==> config.mk <==
export PLATFORM = sky130hd
export DESIGN_NAME = inv_mix_columns_seq
export DESIGN_NICKNAME = d
export VERILOG_FILES = /design/src/rtl/inv_mix_columns_seq.sv
export SDC_FILE = /design/constraint.sdc
export NUM_CORES = 1
export LEC_CHECK = 0
export CAP_MARGIN = 25
export CORE_ASPECT_RATIO = 2
export CORE_MARGIN = 2
export CORE_UTILIZATION = 45
export DETAILED_ROUTE_END_ITERATION = 6
export PLACE_DENSITY = 0.68
export SYNTH_ARGS = -nofsm -noshare
export SYNTH_HDL_FRONTEND = slang
export SYNTH_SLANG_ARGS = --single-unit
==> constraint.sdc <==
create_clock -name clk -period 9.2 [get_ports clk]
set_clock_uncertainty 0.15 [all_clocks]
set_input_delay 1.84 -clock clk [delete_from_list [all_inputs] [get_ports clk]]
set_output_delay 1.84 -clock clk [all_outputs]
set_load 0.005 [all_outputs]
==> src/rtl/inv_mix_columns_seq.sv <==
// inv_mix_columns_seq
//   Runs one 128-bit AES decryption state through InvMixColumns on a shared
//   column datapath, COLS_PER_CYCLE columns per clock. It holds one state at
//   a time and uses valid/ready handshakes on both the input and the output.
//
// Parameters
//   COLS_PER_CYCLE : column helpers per cycle (1, 2 or 4). Processing takes
//                    4/COLS_PER_CYCLE cycles.
//
// Ports
//   clk        : rising-edge clock
//   rst        : synchronous, active-high reset
//   in_valid   : in_state is valid
//   in_ready   : the block accepts in_state this cycle (IDLE only)
//   in_state   : input state; column c = bits [127-32c -: 32], byte 0 in the MSB
//   in_bypass  : present only when IMC_BYPASS_EN is defined. It is sampled
//                with the input handshake and passes the state through
//                unmodified.
//   out_valid  : out_state is valid (DONE)
//   out_ready  : the downstream stage accepts out_state
//   out_state  : InvMixColumns(in_state). It is held until the next completion.
//   busy       : high in BUSY or DONE
//
// Build option
//   IMC_BYPASS_EN : adds in_bypass for the final decryption round, which has
//                   no InvMixColumns.

module inv_mix_columns_seq #(
  parameter int unsigned COLS_PER_CYCLE = 1
) (
  input  logic         clk,
  input  logic         rst,
  input  logic         in_valid,
  output logic         in_ready,
  input  logic [127:0] in_state,
`ifdef IMC_BYPASS_EN
  input  logic         in_bypass,
`endif
  output logic         out_valid,
  input  logic         out_ready,
  output logic [127:0] out_state,
  output logic         busy
);

  localparam int unsigned STATE_W  = 128;
  localparam int unsigned COL_W    = 32;
  localparam int unsigned NUM_COLS = 4;
  localparam logic [1:0]  LAST_IDX = 2'(NUM_COLS - COLS_PER_CYCLE);
  localparam logic [1:0]  IDX_STEP = 2'(COLS_PER_CYCLE);

  // Reject unsupported helper counts at elaboration.
  if (COLS_PER_CYCLE != 1 && COLS_PER_CYCLE != 2 && COLS_PER_CYCLE != 4) begin : g_bad_cpc
    $error("inv_mix_columns_seq: COLS_PER_CYCLE must be 1, 2 or 4");
  end

  typedef enum logic [1:0] {
    S_IDLE = 2'd0,
    S_BUSY = 2'd1,
    S_DONE = 2'd2
  } fsm_t;

  // Multiply by x in GF(2^8) modulo 0x11B.
  function automatic logic [7:0] xt(input logic [7:0] b);
    xt = {b[6:0], 1'b0} ^ (b[7] ? 8'h1b : 8'h00);
  endfunction

  // One column of InvMixColumns. Each coefficient is built from the
  // x2/x4/x8 multiples: 9 = 8+1, b = 8+2+1, d = 8+4+1, e = 8+4+2.
  function automatic logic [COL_W-1:0] inv_mix_col(input logic [COL_W-1:0] col);
    logic [7:0] a   [4];
    logic [7:0] m2  [4];
    logic [7:0] m4  [4];
    logic [7:0] m8  [4];
    logic [7:0] m9  [4];
    logic [7:0] mb  [4];
    logic [7:0] md  [4];
    logic [7:0] me  [4];
    for (int i = 0; i < 4; i++) begin
      a[i]  = col[COL_W-1-8*i -: 8];
      m2[i] = xt(a[i]);
      m4[i] = xt(m2[i]);
      m8[i] = xt(m4[i]);
      m9[i] = m8[i] ^ a[i];
      mb[i] = m8[i] ^ m2[i] ^ a[i];
      md[i] = m8[i] ^ m4[i] ^ a[i];
      me[i] = m8[i] ^ m4[i] ^ m2[i];
    end
    inv_mix_col = {me[0] ^ mb[1] ^ md[2] ^ m9[3],
                   m9[0] ^ me[1] ^ mb[2] ^ md[3],
                   md[0] ^ m9[1] ^ me[2] ^ mb[3],
                   mb[0] ^ md[1] ^ m9[2] ^ me[3]};
  endfunction

  fsm_t               r_fsm;
  fsm_t               w_fsm_nx;
  logic [1:0]         r_col_idx;
  logic [1:0]         w_col_idx_nx;
  logic [STATE_W-1:0] r_state;
  logic [STATE_W-1:0] w_state_nx;
  logic [STATE_W-1:0] r_out_state;
  logic [STATE_W-1:0] w_out_state_nx;
  logic               r_byp;
  logic               w_byp_nx;
  logic               r_in_ready;
  logic               r_out_valid;
  logic               r_busy;
  logic               w_accept;
  logic               w_bypass;
  logic [COL_W-1:0]   w_cols    [NUM_COLS];
  logic [COL_W-1:0]   w_cols_nx [NUM_COLS];
  logic [COL_W-1:0]   w_mix     [COLS_PER_CYCLE];
  logic [STATE_W-1:0] w_wb_state;

`ifdef IMC_BYPASS_EN
  assign w_bypass = in_bypass;
`else
  assign w_bypass = 1'b0;
`endif

  // in_ready is only ever high in IDLE.
  assign w_accept = in_valid & r_in_ready;

  // Split the working state into columns.
  for (genvar c = 0; c < int'(NUM_COLS); c++) begin : g_cols
    assign w_cols[c] = r_state[STATE_W-1-COL_W*c -: COL_W];
  end

  // Column helpers. Helper j works on column col_idx+j.
  for (genvar j = 0; j < int'(COLS_PER_CYCLE); j++) begin : g_helper
    assign w_mix[j] = inv_mix_col(w_cols[r_col_idx + 2'(j)]);
  end

  // Write the processed columns back in place.
  always_comb begin
    for (int c = 0; c < int'(NUM_COLS); c++) begin
      w_cols_nx[c] = w_cols[c];
    end
    for (int j = 0; j < int'(COLS_PER_CYCLE); j++) begin
      w_cols_nx[r_col_idx + 2'(j)] = w_mix[j];
    end
    w_wb_state = {w_cols_nx[0], w_cols_nx[1], w_cols_nx[2], w_cols_nx[3]};
  end

  // Next-state logic and datapath updates.
  always_comb begin
    w_fsm_nx       = r_fsm;
    w_col_idx_nx   = r_col_idx;
    w_state_nx     = r_state;
    w_out_state_nx = r_out_state;
    w_byp_nx       = r_byp;
    case (r_fsm)
      S_IDLE: begin
        w_col_idx_nx = 2'd0;
        if (w_accept) begin
          w_state_nx = in_state;
          w_byp_nx   = w_bypass;
          w_fsm_nx   = S_BUSY;
        end
      end
      S_BUSY: begin
        if (r_byp) begin
          // A bypassed state spends one cycle here so its latency matches
          // the single-pass case. The state is not modified.
          w_fsm_nx       = S_DONE;
          w_out_state_nx = r_state;
          w_col_idx_nx   = 2'd0;
        end else begin
          w_state_nx   = w_wb_state;
          w_col_idx_nx = r_col_idx + IDX_STEP;
          if (r_col_idx == LAST_IDX) begin
            w_fsm_nx       = S_DONE;
            w_out_state_nx = w_wb_state;
            w_col_idx_nx   = 2'd0;
          end
        end
      end
      S_DONE: begin
        if (out_ready) begin
          w_fsm_nx = S_IDLE;
          w_byp_nx = 1'b0;
        end
      end
      default: begin
        w_fsm_nx     = S_IDLE;
        w_col_idx_nx = 2'd0;
      end
    endcase
  end

  // State register. The flags are registered from the next state so that
  // every output comes straight from a flop.
  always_ff @(posedge clk) begin
    if (rst) begin
      r_fsm       <= S_IDLE;
      r_col_idx   <= 2'd0;
      r_state     <= '0;
      r_out_state <= '0;
      r_byp       <= 1'b0;
      r_in_ready  <= 1'b0;
      r_out_valid <= 1'b0;
      r_busy      <= 1'b0;
    end else begin
      r_fsm       <= w_fsm_nx;
      r_col_idx   <= w_col_idx_nx;
      r_state     <= w_state_nx;
      r_out_state <= w_out_state_nx;
      r_byp       <= w_byp_nx;
      r_in_ready  <= (w_fsm_nx == S_IDLE);
      r_out_valid <= (w_fsm_nx == S_DONE);
      r_busy      <= (w_fsm_nx != S_IDLE);
    end
  end

  assign in_ready  = r_in_ready;
  assign out_valid = r_out_valid;
  assign out_state = r_out_state;
  assign busy      = r_busy;

endmodule
==> metrics <==
outcome=finished clean; Unique masters post-synth=44; clock root cell=clkbuf_16; Largest delay share family, worst path=XOR/XNOR gates; Post-Synthesis Cells=1,563; Crit path buffers/inverters=1; HPWL after DPL=40.7 mm; Yosys warning count=0; leakage dissipation=6.12 nW; number of port buffers=262; Period Utilization, post-route=0.495; endpoints failing hold=0; IO Count=263; VDD IR-drop max=0.482 mV; maximum level of the CTS H-tree=1; top fanout value on the critical path=31; Nets=1,882; CTS tree=done; Final Slew Violations=0; Worst path max stage delay=940 ps; Area Growth Syn to Fin=25.9%; Synth top area share=0.383; CP max-delay cell=xnor2_1; Core Box Area=30,200 µm²; commonest cells after routing, fill and taps aside=nor2_1, dfxtp_1, clkdlybuf4s50_1, nand2_1, a211oi_1; DR iter-0 viols=1,160; Place WS=about 4300 ps; DR pass1 iterations=5; via/cell ratio=6.00; CTS Hold Bufs=0; initial core utilization=0.456; Skew-Pair Late Insertion Delay=560 ps; mean area per synthesized cell=8.80 µm²; area of the die=32,100 µm²; flop2flop setup slack=4650 ps; Post-DP Area=16,500 µm²; Worst Max-Slew Pin Slew=1140 ps; diode count=0; WP data required=~9500 ps; # DRC=0; Total GRT Usage=0.335; crit path cell chain=buf_4 -> mux4_2 -> xor2_1 -> xnor3_1 -> xnor2_2 -> xnor2_1 -> nand2_1 -> a21oi_1; Post-synth EDFFs=0; Cells after DPL=2,088; Post-Syn Area=13,700 µm²; Layout fillers=2,775; GPL Wtd Cong=0.984; global-route wire length before repair=~80 mm; Pwr Total=0.00733 W; Max-Cap Viols=0; Die Y=251 µm; Worst Path Class, Setup=reg2reg; final std cells w/o fill=2,129; post-cts sizing count=0; final WL=~55 mm; #FFs+latches synth=263; area occupied by multi-input gates=slightly below 8000 µm²; setup ws final=4650 ps; CTS Buf Count=24; area leader, netlist=dfxtp_1; Clock Tree Buf Depth=3; relative slew slack=0.235; grt total ovfl=0; Hold Crit Class=reg2reg; Post-synth ARST share=0; Startpoint Class=flop; setup TNS=0 ps; Pwr Density=424 nW/µm²; FF+latch area=between 5000 and 6000 µm²; clock slew at reported path FFs=60 ps; sequential area share after synthesis=0.383; commonest non-fill, non-tap cell in the layout=nor2_1; Final ANT Viol Nets=0; routed len/inst=about 26 µm; row count=90; die width=128 µm; RSZ-0062 raised after global routing=no; initial antenna violation count=0; Setup crit end kind=flop; Main synth FF type=dfxtp_1; postcts setup bufs=0; shortest period the worst path allows=around 4600 ps; ranking of synthesized cells by area=dfxtp_1, nor2_1, a211oi_1, xnor2_1, nand2_1; vias=12,800; fraction of layout cells with a size suffix above 1=0.0784; largest net degree at the start of global routing=93; Sink Count=about 260; Post-Syn Nets=1,699; final setup violating endpoints=0; f_max=220 MHz; worst path arrival time=between 4000 and 5000 ps; post-route cell area=17,300 µm²; vias in the first global route=~13,000
-- cells in the mapped netlist (9+ instances only) --
cell       instances
nor2_1           298
dfxtp_1          263
nand2_1          192
a211oi_1         119
a21oi_1          107
clkbuf_1         106
xnor2_1           98
nor4_1            46
xor2_1            43
mux2i_1           37
mux4_2            31
xnor3_1           22
a2111oi_0         17
and3_1            15
a22oi_1           13
inv_1             13
nor3_1            12
buf_1             11
buf_2             11
a311oi_1          10
a31o_2            10
o21ai_0           10
nor2b_1            9
-- flip-flops by register name, summed over array words and instances (netlist names) --
| signal | flops |
|---|---|
| busy | 1 |
| in_ready | 1 |
| out_state | 128 |
| out_valid | 1 |
| r_col_idx | 2 |
| r_fsm | 2 |
| r_state | 128 |
-- final cells by class --
cell class	instances	area share
multi-input cells	1153	0.456
flip-flops and latches	263	0.304
repair buffers	291	0.164
clock buffers	34	0.0415
well taps	368	0.0266
clock inverters	7	0.00455
inverters	13	0.00282
-- power breakdown --
part	leakage (nW)	internal [W]	switching, W
clock network	0.397	0.000572	0.000468
logic	3.59	0.00166	0.00335
registers	2.14	0.00121	0.0000750
total	6.12	0.00344	0.00389
-- per-stage QoR --
step / utilization / hold slack [ps]
2_1_floorplan: - / 292
3_3_place_gp: 0.546 / 296
3_5_place_dp: 0.547 / 298
4_1_cts: 0.574 / 308
5_1_grt: 0.574 / 328
6_report: 0.574 / 305
-- per-layer routing --
layer / wire, µm / global-route usage / vias to the layer above / share of wire
met4: 5800 / 0.288 / 0 / 0.11
met5: 0 / 0 / - / 0
met2: 27600 / 0.579 / 711 / 0.50
li1: - / - / 5810 / -
met3: 3590 / 0.0402 / 219 / 0.065
met1: 18300 / 0.355 / 6028 / 0.33
-- final timing paths --
path	from	end	cells after the start
max	r_col_idx[0]$_SDFFE_PP0P_	out_state[29]$_SDFFE_PP0P_	8
min	out_state[28]$_SDFFE_PP0P_	out_state[28]$_SDFFE_PP0P_	2
max reg2reg	r_col_idx[0]$_SDFFE_PP0P_	out_state[29]$_SDFFE_PP0P_	8
min reg2reg	out_state[28]$_SDFFE_PP0P_	out_state[28]$_SDFFE_PP0P_	2
-- worst register-to-register path, cell delays in order (launching register included) --
cell and delay [ps]:
dfxtp_2 420, buf_4 550, mux4_2 780, xor2_1 330
xnor3_1 600, xnor2_2 250, xnor2_1 940, nand2_1 260
a21oi_1 200
-- logic make-up (layout without fill, tap and decap cells) --
logic type	after synthesis	count (layout)	synth area share
buf+inv	147	345	0.0439
fa+ha+maj	4	4	0.00364
simple gates	580	580	0.174
xor+xnor	183	183	0.157
compound gates	317	317	0.159
flops	263	263	0.383
mux	69	69	0.0796
No activity file was read; power rests on OpenSTA's default activity.
